File: src/rtl/eq_lock_detect_amisha.sv
// eq_lock_detect_amisha: 2-bit equality checker with run/total match counters and a lock FSM with hysteresis
module eq_lock_detect_amisha #(
    parameter int LOCK_N   = 4,
    parameter int UNLOCK_N = 2
) (
    input  logic       clk_amisha,
    input  logic       rst_n_amisha,
    input  logic [1:0] a_amisha,
    input  logic [1:0] b_amisha,
    input  logic       in_valid_amisha,
    input  logic       clr_amisha,
    output logic       match_amisha,
    output logic       out_valid_amisha,
    output logic [3:0] run_cnt_amisha,
    output logic [7:0] total_cnt_amisha,
    output logic       lock_amisha
);
    typedef enum logic [1:0] {SEARCH, LOCKED, LOSING} state_t;
    localparam logic [3:0] LOCK_V   = 4'(LOCK_N);
    localparam logic [3:0] UNLOCK_V = 4'(UNLOCK_N);
    state_t     state_q, state_d;
    logic [3:0] miss_q, miss_d, run_q, run_d;
    logic [7:0] total_q, total_d;
    logic       match_q, match_d, out_valid_q, out_valid_d, lock_q, lock_d, eq;
    always_comb begin
        eq          = &(a_amisha ~^ b_amisha);
        state_d     = state_q;
        miss_d      = miss_q;
        run_d       = run_q;
        total_d     = total_q;
        match_d     = match_q;
        out_valid_d = 1'b0;
        if (clr_amisha) begin
            state_d = SEARCH;
            miss_d  = '0;
            run_d   = '0;
            total_d = '0;
            match_d = 1'b0;
        end else if (in_valid_amisha) begin
            out_valid_d = 1'b1;
            match_d     = eq;
            if (eq) begin
                run_d   = (&run_q) ? run_q : run_q + 4'd1;
                total_d = (&total_q) ? total_q : total_q + 8'd1;
                miss_d  = '0;
                state_d = (state_q != SEARCH || run_d >= LOCK_V) ? LOCKED : SEARCH;
            end else begin
                run_d   = '0;
                miss_d  = (state_q == SEARCH) ? 4'd0 : miss_q + 4'd1;
                state_d = (state_q == SEARCH || miss_d >= UNLOCK_V) ? SEARCH : LOSING;
                miss_d  = (state_d == SEARCH) ? 4'd0 : miss_d;
            end
        end
        lock_d = (state_d != SEARCH);
    end
    always_ff @(posedge clk_amisha) begin
        if (!rst_n_amisha) begin
            state_q     <= SEARCH;
            miss_q      <= '0;
            run_q       <= '0;
            total_q     <= '0;
            match_q     <= 1'b0;
            out_valid_q <= 1'b0;
            lock_q      <= 1'b0;
        end else begin
            state_q     <= state_d;
            miss_q      <= miss_d;
            run_q       <= run_d;
            total_q     <= total_d;
            match_q     <= match_d;
            out_valid_q <= out_valid_d;
            lock_q      <= lock_d;
        end
    end
    assign match_amisha     = match_q;
    assign out_valid_amisha = out_valid_q;
    assign run_cnt_amisha   = run_q;
    assign total_cnt_amisha = total_q;
    assign lock_amisha      = lock_q;
endmodule

File: config.mk
export PLATFORM = sky130hd
export DESIGN_NAME = eq_lock_detect_amisha
export DESIGN_NICKNAME = d
export VERILOG_FILES = /design/src/rtl/eq_lock_detect_amisha.sv
export SDC_FILE = /design/constraint.sdc
export NUM_CORES = 1
export LEC_CHECK = 0
export BUFFER_PORTS_ARGS = -buffer_cell sky130_fd_sc_hd__buf_2
export CORE_MARGIN = 2
export CORE_UTILIZATION = 52
export CTS_BUF_LIST = sky130_fd_sc_hd__clkbuf_8 sky130_fd_sc_hd__clkbuf_16
export DETAILED_ROUTE_END_ITERATION = 7
export GPL_TIMING_DRIVEN = 0
export HOLD_SLACK_MARGIN = 0.15
export MAX_ROUTING_LAYER = met4
export PLACE_DENSITY_LB_ADDON = 0.25
export REMOVE_ABC_BUFFERS = 1
export SYNTH_ARGS = -nofsm -noshare
export SYNTH_HDL_FRONTEND = slang
export SYNTH_SLANG_ARGS = --single-unit
File: constraint.sdc
create_clock -name clk_amisha -period 2 [get_ports clk_amisha]
set_clock_uncertainty 0.05 [all_clocks]
set_input_delay 0.1 -clock clk_amisha [delete_from_list [all_inputs] [get_ports clk_amisha]]
set_output_delay 0.1 -clock clk_amisha [all_outputs]
set_load 0.03 [all_outputs]
### Yosys cells after proc, flatten, opt, wreduce, memory -nomap -nowiden

Cells that the tools add are included.

* register bits after elaboration: 21
* input bits: 8
* output and inout bits: 15
* logic and storage cells: 37

* add/sub/neg operators: 3
* $lt $le $gt $ge: 2
* muxes and demuxes: 11
* bitwise logic cells: 3
* reductions and logical operators: 11

Operators with widths (number)
* two-way mux 4 bit: 5
* adder 4 x 1 -> 4 bit (second input constant): 2
* adder 8 x 1 -> 8 bit (second input constant): 1
* two-way mux 2 bit: 4
* AND reduction 4 bit: 2
* AND reduction 8 bit: 1
* >= comparator 4 x 2 -> 1 bit (second input constant): 1
* >= comparator 4 x 3 -> 1 bit (second input constant): 1
* zero test 2 bit: 2
* nonzero test 2 bit: 2
* logical OR 1 bit: 2
* two-way mux 1 bit: 2
* NOT 1 bit: 2
* AND reduction 2 bit: 1
* OR reduction 2 bit: 1
* bitwise XNOR 2 bit: 1

### Longest topological paths before layout

Gate-level depths: netlist (run 1).

* word-level depth: 9
* gate-level depth with buffers: 5
* mapped depth without buffers: 5

### Least setup slack after synthesis (run 1)

No wires, ideal clock.

* path kind: register to register
* from: register total_q[0] (netlist: total_cnt_amisha[0])
* to: register total_q[1] (netlist: total_cnt_amisha[1])
* setup time: 0.128 ns
* arrival: 1.505 ns
* data required time: 1.822 ns
* slack: 0.317 ns
* stages on the path, launching flop included: 6
* path buffers: 0
* clock period less this slack: 1.683 ns
* cells stage by stage: dfxtp_1 > ha_1 > nand4_1 > o2111ai_4 > mux2i_1 > nor2_1

* longest elaborated chain between the ends: 3
* elaborated cells between the ends (all ways): 4
* those cells by class: add/sub: 1; bitwise: 1; reduce/logical: 2

Ends and longest elaborated chain
* from (decl): RTL line 23 `logic [7:0] total_q, total_d;`
* from (signal assigned): RTL line 69 `total_q <= total_d;`
* branches (longest 3 deep; another with adder 8 x 1 -> 8 bit)

Several ways; the timed one is not identified.
A chain may end at the register's enable or synchronous reset.

### Worst setup path in the final report (run 1)

* from: input port in_valid_amisha
* to: register total_q[7] (netlist: total_cnt_amisha[7])

* longest elaborated chain between the ends: 1

Ends and longest elaborated chain
* from (decl): RTL line 10 `input logic in_valid_amisha,`
* AND reduction 4 bit (no source line)

Every way passes these cells.

==> flow_summary_export.csv, run 1 <==
group,metric,value,unit
global_route,grt_antenna_before_repair,0,
sta,max_freq,593,MHz
global_route,grt-busiest-layer,"met2",
cells_and_area,final_cell_area,1240,sq um
global_route,grtUsageMet1,22.8,%
placed_design,place_congestion,0.803,
global_route,met3_usage,3.68,%
min_path,min_from,"rst_n_amisha",
setup_path,cp_max_fo,11,
synthesis,synth_area,1050,sq um
global_route,gr-total-overflow,0,
synthesis,syn_inst,111,
setup_path,ff2ff_path_depth,5,
setup_path,required,2.11,ns
synthesis,yosysUniqueCellTypes,36,
sta,tightest_slew,0.698,ns
cells_and_area,area_growth,18.8,%
routing,ant_nets,0,
setup_path,rr_endpoint,"lock_amisha",
power_and_ir_drop,power_density,627,nW/um^2
cts,clock_path_buffers,2,
global_route,grt_util_met2,32.2,%
cells_and_area,multi_input_area,607,sq um
cts,cts_htree_levels,1,
synthesis,ys_ff_latch,21,
cells_and_area,regArea,420,sq um
sta,fin_crit,1.69,ns
global_route,grt.total_usage,19.6,%
die,die_w,48.9,um
die,die_area,2390,sq um
routing,postRouteWirelength,2060,um
placed_design,dp_slack,0.343,ns
power_and_ir_drop,p_leak,0.502,nW
die,core-area,1920,sq um
job,drv_cap,0,
die,rows,16,
cts,clk_pin_slew,0.07,ns
cts,insertion_delay,0.26,ns
die,die_h,48.9,um
routing,vias,919,
global_route,grt_pass1_wl,3510,um
power_and_ir_drop,vdd_drop_max,415,uV
placed_design,port_buffers,22,
cells_and_area,final_nets,148,
synthesis,yosysWarnings,0,
synthesis,ys_seq_area_share,40.1,%
sta,worst_slack,0.312,ns
cells_and_area,drive_gt1_share,22.8,%
sta,drv_slew,0,
setup_path,critPathTopFamily,"buffers and inverters",
setup_path,r2r-start,"run_cnt_amisha[0]",
cells_and_area,diodes,0,
min_path,holdCritPathClass,"in -> reg",
routing,wire_per_inst,12.6,um
global_route,grt_pass1_vias,830,
sta,rsz0062_at_grt,"false",
synthesis,synth_edf_count,0,
setup_path,crit_buf_inv,3,
routing,via_per_inst,5.64,
die,start_util,54.5,%
cells_and_area,fill_cells,175,
setup_path,crit_chain,"dlygate4sd3_1 -> buf_2 -> inv_1 -> nor3_4 -> a31oi_1 -> a311oi_1",
placed_design,hpwl,1540,um
cts,cts_tree,"built",
cells_and_area,layout_commonest_cell,"buf_2",
cts,cts.root.buffer_cell,"clkbuf_8",
setup_path,reg2reg_slack,0.32,ns
sta,fin_crit_sh,84.4,%
routing,drtPass1Iterations,4,
setup_path,cpPeakStageDelay,0.51,ns
min_path,holdPathEnd,"total_cnt_amisha[2]",
placed_design,place_inst,157,
cts,cts_sinks,21,
cells_and_area,fin_util,64.7,%
cells_and_area,mostFrequentLayoutCells,"22 x buf_2, 21 x dfxtp_1, 11 x a21oi_1",
setup_path,crit_slowest_cell,"dlygate4sd3_1",
routing,drt_iter0_markers,15,
cells_and_area,fin_cells,163,
min_path,hold_depth,4,
sta,setup_violations,0,
sta,slew_headroom,53.4,%
placed_design,place_area,1180,sq um
setup_path,cp-start-kind,"input pin",
setup_path,critPathKind,"in -> reg",
global_route,grt_max_degree,19,
synthesis,async_flop_share,0,%
outcome,status,"completed",
sta,finalHoldViolCount,0,
sta,setup_tns,0,ns
synthesis,syn_area_per_cell,9.43,sq um
die,io_pins,23,
routing,drcViolationCount,0,
cts,numCtsBuffers,3,
setup_path,arrival,1.80,ns
setup_path,end_kind,"flip-flop",
synthesis,synthFlopType,"dfxtp_1",
==> layer usage <==
layer / vias up / wire length (um)
li1: 470 / -
met1: 424 / 941
met2: 20 / 989
met3: 5 / 80
met4: 0 / 47
met5: - / 0
==> sequential cells by signal (all words and copies together), names as in the netlist <==
register          count
lock_amisha           1
state_q               2
run_cnt_amisha        4
out_valid_amisha      1
total_cnt_amisha      8
miss_q                4
match_amisha          1
==> repair_timing <==
action	4_1_cts	5_1_grt
hold endpoints to repair	2	0
hold buffers	2	0
resized for setup	0	0
setup buffers	0	0
==> worst min-delay path: stages <==
cell and delay, ns:
buf_2 0.10, nor2b_1 0.15, o211ai_1 0.09, o41ai_1 0.07
==> area by class of cell <==
type                       count  share of cell area [%]
clock buffer                   3                    3.32
clock inverter                 1                   0.302
inverter                       2                   0.604
multi-input combinational     85                    48.8
sequential                    21                    33.8
tap                           27                    2.72
timing repair buffer          24                    10.5
==> worst max-delay path by stage <==
stage,to,from,cells past startpoint,slack [ns]
final,total_cnt_amisha[7],in_valid_amisha,6,0.31
after global routing,total_cnt_amisha[7],in_valid_amisha,6,0.13
after CTS,total_cnt_amisha[7],in_valid_amisha,6,0.31
after detailed placement,lock_amisha,run_cnt_amisha[0],5,0.34
after global placement,total_cnt_amisha[1],total_cnt_amisha[0],5,0.41
after floorplan,total_cnt_amisha[1],total_cnt_amisha[0],5,0.31
==> synthesized netlist by cell type (3+ instances only) <==
library cell	count	area [sq um]
a21oi_1	11	55.1
and3_1	5	31.3
dfxtp_1	21	420
ha_1	3	37.5
nand2_1	9	33.8
nand3_1	6	30.0
nor2_1	8	30.0
nor2b_1	3	18.8
nor3_1	4	20.0
xor2_1	3	26.3
==> through the flow <==
step	hold slack (ns)	power [W]
2_1_floorplan	0.149	0.000486
3_3_place_gp	0.368	0.000511
3_5_place_dp	0.372	0.000513
4_1_cts	0.248	0.000786
5_1_grt	0.263	0.000807
6_report	0.253	0.000780
==> power breakdown <==
group          internal (W)  switching, W  total (W)
Clock              0.000137      0.000137   0.000274
Combinational     0.0000323     0.0000507  0.0000830
Sequential         0.000420    0.00000231   0.000423
Total              0.000590      0.000190   0.000780
==> cell families after synthesis <==
family,Yosys count,synth area share (%)
and+or+nand+nor,47,24.9
AOI/OAI and AO/OA,29,20.8
DFF,21,40.1
xor gates and xnor gates,5,7.77
buffers and inverters,5,1.91
adders and majority gates,3,3.58
muxes,1,0.956
Power figures use the tool's default switching activity.
==> run 2: changes to the inputs <==
- ABC_AREA: unset -> 1
- CORE_UTILIZATION: 52 -> 53
- clock period: 2 -> 1.7 ns (I/O delays scaled with it)
==> flow_summary_export.csv, run 2 <==
group,metric,value,unit
sta,max_freq,647,MHz
power_and_ir_drop,p_comb_share,9.8,%
die,die_area,2480,sq um
cells_and_area,area_growth,17.3,%
synthesis,syn_inst,166,
cts,insertion_delay,0.25,ns
setup_path,cp_max_fo,13,
min_path,holdCritPathClass,"in -> reg",
routing,drt_iter0_markers,22,
job,drv_cap,0,
sta,tightest_slew,0.465,ns
sta,slew_headroom,68.9,%
routing,postRouteWirelength,2300,um
routing,drcViolationCount,0,
cells_and_area,mostFrequentLayoutCells,"59 x nand2_1, 22 x buf_2, 21 x dfxtp_1",
cells_and_area,drive_gt1_share,18.2,%
cells_and_area,layout_commonest_cell,"nand2_1",
sta,fin_crit,1.54,ns
die,die_h,49.8,um
synthesis,ys_ff_latch,21,
setup_path,critPathKind,"in -> reg",
die,die_w,49.8,um
synthesis,ys_seq_area_share,37.8,%
setup_path,cp-start-kind,"input pin",
global_route,grt_pass1_wl,3970,um
routing,ant_nets,0,
cts,cts_sinks,21,
cts,cts_htree_levels,1,
placed_design,port_buffers,22,
routing,wire_per_inst,10.5,um
synthesis,syn_area_per_cell,6.70,sq um
power_and_ir_drop,power_density,689,nW/um^2
synthesis,synth_area_leader_cell,"dfxtp_1",
cells_and_area,diodes,0,
synthesis,synth_most_common_cell,"nand2_1",
cells_and_area,largest_reg_flops,8,
die,start_util,56.7,%
sta,drv_slew,0,
power_and_ir_drop,vdd_drop_max,505,uV
power_and_ir_drop,p_int,0.000685,W
sta,setup_tns,0,ns
global_route,gr-total-overflow,0,
cells_and_area,final_nets,204,
setup_path,arrival,1.67,ns
routing,via_per_inst,4.96,
synthesis,yosysUniqueCellTypes,21,
synthesis,yosysWarnings,0,
global_route,grt_pass1_vias,1036,
power_and_ir_drop,seq_power_share,55.5,%
cts,cts.root.buffer_cell,"clkbuf_8",
setup_path,end_kind,"flip-flop",
synthesis,yosysTopAreaCellShare,37.8,%
cts,clock_path_buffers,2,
die,rows,16,
sta,finalHoldViolCount,0,
synthesis,synthTopCellsByCount,"59 x nand2_1, 21 x dfxtp_1, 20 x nor2_1",
global_route,grt_max_degree,14,
cts,numCtsBuffers,3,
synthesis,synth.area.top_cells,"dfxtp_1 38%, nand2_1 20%, nor2_1 6.7%, inv_1 6.4%, a21oi_1 4.5%",
synthesis,synth_edf_count,0,
outcome,status,"completed",
setup_path,reg2reg_slack,0.24,ns
placed_design,place_congestion,0.773,
global_route,grt.total_usage,20.7,%
synthesis,async_flop_share,0,%
synthesis,synthFlopType,"dfxtp_1",
power_and_ir_drop,switching_share,23.8,%
cts,clk_pin_slew,0.07,ns
global_route,grt_antenna_before_repair,0,
sta,setup_violations,0,
die,core-area,1960,sq um
placed_design,hpwl,1700,um
routing,vias,1086,
routing,drtPass1Iterations,4,
sta,rsz0062_at_grt,"false",
sta,fin_crit_sh,90.9,%
sta,hold_slack,0.199,ns
power_and_ir_drop,power.switching,0.000214,W
cts,post_cts_buffers,0,
cts,post_cts_resized,0,
power_and_ir_drop,p_clk_share,34.7,%
setup_path,required,1.83,ns
die,io_pins,23,
synthesis,synth_area,1110,sq um
power_and_ir_drop,p_leak,0.665,nW
cts,cts_tree,"built",
## run 2: cell count changes after synthesis, sizes merged, moves of 5 or more
cell   change
nor3       -6
inv       +18
and3       -5
nor2      +16
nand2     +51
## run 2: stage by stage
stage	instances	cell area [sq um]	total power (W)	utilization [%]	worst slack (ns)
global placement	213	1240	0.000592	63.2	0.297
finish	219	1310	0.000900	66.5	0.155
global route	219	1310	0.000934	66.5	0.0674
CTS	219	1310	0.000908	66.5	0.188
detailed placement	213	1240	0.000595	63.2	0.242
floorplan	164	1100	0.000566	-	0.144
## run 2: worst paths after layout
path,from,to,cells after the start
worst min-delay path,rst_n_amisha,total_cnt_amisha[0],5
worst max-delay path,clr_amisha,run_cnt_amisha[2],5
worst min register to register,miss_q[1],miss_q[1],2
worst max register to register,total_cnt_amisha[0],total_cnt_amisha[3],8
## run 2: layout make-up
class / instances / area [sq um]
clock buffer: 3 / 41.3
fill: 202 / 657
sequential: 21 / 420
inverter: 20 / 75.1
clock inverter: 1 / 3.75
timing repair buffer: 24 / 130
tap: 27 / 33.8
multi-input combinational: 123 / 601
## run 2: cell families after synthesis
| group | Yosys count | share of synthesized area [%] |
|---|---|---|
| flip-flops | 21 | 37.8 |
| XOR/XNOR | 6 | 5.40 |
| AO/OA/AOI/OAI | 17 | 8.21 |
| adder cells (fa/ha/maj) | 3 | 3.37 |
| buffers and inverters | 22 | 8.21 |
| AND/OR/NAND/NOR | 97 | 37.0 |
## run 2: critical path, stage by stage
cell and delay [ns]:
dlygate4sd3_1 0.53, buf_2 0.12, nor2_1 0.37, inv_1 0.35
a21oi_1 0.21
## run 2: metal layers
layer	wire, um	global-route usage [%]	vias up	share of wire [%]
met1	1080	23.2	494	47
met2	1130	36.2	20	49
li1	-	-	568	-
met5	0	-	-	0
met3	62	3.64	4	2.7
met4	23	8.33	0	1.0
## run 2: repair_timing
action,in CTS,in global routing
setup endpoints to repair,0,0
endpoints found under the hold margin,6,0
hold buffers,2,0
## run 2: power groups by stage
stage	logic [W]	registers, W	clock network, W
final	0.0000882	0.000499	0.000312
after global routing	0.0000989	0.000500	0.000335
after CTS	0.0000887	0.000499	0.000320
after detailed placement	0.0000848	0.000511	0
after global placement	0.0000819	0.000510	0
after floorplan	0.0000475	0.000519	0
==> run 3: changes to the inputs <==
- CTS_BUF_LIST: sky130_fd_sc_hd__clkbuf_8 sky130_fd_sc_hd__clkbuf_16 -> unset
==> flow_summary_export.csv, run 3 (synthesis gave the netlist of run 2 again) <==
group,metric,value,unit
cts,clk_pin_slew,0.11,ns
cts,post_cts_resized,0,
cts,clock_path_buffers,2,
setup_path,ff2ff_path_depth,8,
power_and_ir_drop,power_density,632,nW/um^2
setup_path,r2r-start,"total_cnt_amisha[0]",
sta,fin_crit_sh,88.5,%
power_and_ir_drop,vdd_drop_max,454,uV
min_path,holdCritPathClass,"in -> reg",
cts,cts_tree,"built",
sta,setup_tns,0,ns
setup_path,rr_endpoint,"total_cnt_amisha[3]",
cts,post_cts_buffers,0,
cells_and_area,area_growth,17.4,%
cts,numCtsBuffers,3,
routing,wire_per_inst,10.5,um
routing,drt_iter0_markers,20,
cells_and_area,diodes,0,
die,die_w,49.8,um
power_and_ir_drop,power.switching,0.000206,W
global_route,grt.total_usage,21.1,%
cells_and_area,drive_gt1_share,18.0,%
sta,setup_violations,0,
placed_design,port_buffers,22,
min_path,hold_depth,6,
cts,insertion_delay,0.30,ns
routing,ant_nets,0,
routing,drcViolationCount,0,
setup_path,critPathKind,"in -> reg",
cells_and_area,mostFrequentLayoutCells,"59 x nand2_1, 22 x buf_2, 21 x dfxtp_1",
die,io_pins,23,
sta,max_freq,664,MHz
die,die_h,49.8,um
sta,tightest_slew,0.447,ns
power_and_ir_drop,p_int,0.000619,W
setup_path,cp-start-kind,"input pin",
outcome,status,"completed",
setup_path,arrival,1.71,ns
global_route,grt_pass1_vias,1024,
power_and_ir_drop,switching_share,24.9,%
placed_design,hpwl,1700,um
global_route,grt_max_degree,14,
cts,cts.root.buffer_cell,"clkbuf_4",
global_route,grt_antenna_before_repair,0,
die,start_util,56.7,%
placed_design,place_inst,213,
sta,rsz0062_at_grt,"false",
placed_design,place_congestion,0.773,
setup_path,cp_max_fo,3,
power_and_ir_drop,seq_power_share,60.5,%
cells_and_area,largest_reg_flops,8,
global_route,gr-total-overflow,0,
setup_path,reg2reg_slack,0.22,ns
cells_and_area,fin_cells,221,
job,drv_cap,0,
cts,cts_htree_levels,1,
sta,slew_headroom,70.1,%
sta,drv_slew,0,
setup_path,required,1.90,ns
routing,drtPass1Iterations,4,
sta,fin_crit,1.51,ns
cts,cts_sinks,21,
cells_and_area,fill_cells,210,
power_and_ir_drop,p_clk_share,28.3,%
die,die_area,2480,sq um
die,rows,16,
cells_and_area,layout_commonest_cell,"nand2_1",
setup_path,end_kind,"flip-flop",
min_path,min_from,"a_amisha[0]",
routing,via_per_inst,5.00,
routing,vias,1104,
global_route,grt_pass1_wl,4040,um
sta,finalHoldViolCount,0,
cells_and_area,final_nets,206,
routing,postRouteWirelength,2320,um
die,core-area,1960,sq um
power_and_ir_drop,p_leak,0.667,nW
min_path,holdPathEnd,"run_cnt_amisha[2]",
power_and_ir_drop,p_comb_share,11.1,%
[run 3: cell types whose count changed in the layout (fill, tap and decap cells not counted)]
cell	delta
dlygate4sd3_1	+2
clkbuf_1	+1
inv_1	-1
clkbuf_4	+3
clkbuf_8	-3
[run 3: through the flow]
stage	power (W)	utilization [%]	setup slack (ns)	area (sq um)	hold WS, ns
6_report	0.000825	66.6	0.195	1310	0.256
5_1_grt	0.000864	66.6	0.0699	1310	0.279
4_1_cts	0.000837	66.1	0.134	1300	0.241
3_5_place_dp	0.000595	63.2	0.242	1240	0.400
3_3_place_gp	0.000592	63.2	0.297	1240	0.376
2_1_floorplan	0.000566	-	0.144	1100	0.170
[run 3: final cells by class]
cell class / count / area, sq um / share of cell area [%]
Clock buffer: 4 / 26.3 / 2.01
Multi-Input combinational cell: 123 / 601 / 46.0
Inverter: 20 / 75.1 / 5.75
Tap cell: 27 / 33.8 / 2.59
Timing Repair Buffer: 26 / 150 / 11.5
Sequential cell: 21 / 420 / 32.2
[run 3: per-layer routing]
layer	wire, um	vias to the layer above	track usage (%)
met4	40	0	8.33
met2	1190	25	36.7
met1	1020	500	24.0
met3	78	6	3.64
li1	-	573	-
met5	0	-	-
[run 3: worst max path at each step]
stage	startpoint	end	slack (ns)	cells after the start
floorplan	total_cnt_amisha[0]	total_cnt_amisha[0]	0.14	8
global placement	total_cnt_amisha[0]	total_cnt_amisha[1]	0.30	8
detailed placement	total_cnt_amisha[0]	total_cnt_amisha[6]	0.24	8
CTS	clr_amisha	match_amisha	0.13	6
global route	clr_amisha	match_amisha	0.07	6
finish	clr_amisha	match_amisha	0.19	6
[run 3: timing repair]
| item | in CTS | in global routing |
|---|---|---|
| setup endpoints to repair | 0 | 1 |
| endpoints found under the hold margin | 8 | 4 |
| hold buffers | 3 | 2 |
[run 3: worst max-delay path: stages]
cell           delay (ns)
buf_2                0.09
nor2_1               0.16
dlygate4sd3_1        0.62
nand2_1              0.10
nor2_1               0.09
dlygate4sd3_1        0.55
[run 3: power groups by stage]
stage	Clock, W	Sequential (W)	Combinational [W]
floorplan	0	0.000519	0.0000475
global placement	0	0.000510	0.0000819
detailed placement	0	0.000511	0.0000848
CTS	0.000248	0.000499	0.0000900
global route	0.000261	0.000500	0.000103
finish	0.000234	0.000499	0.0000919
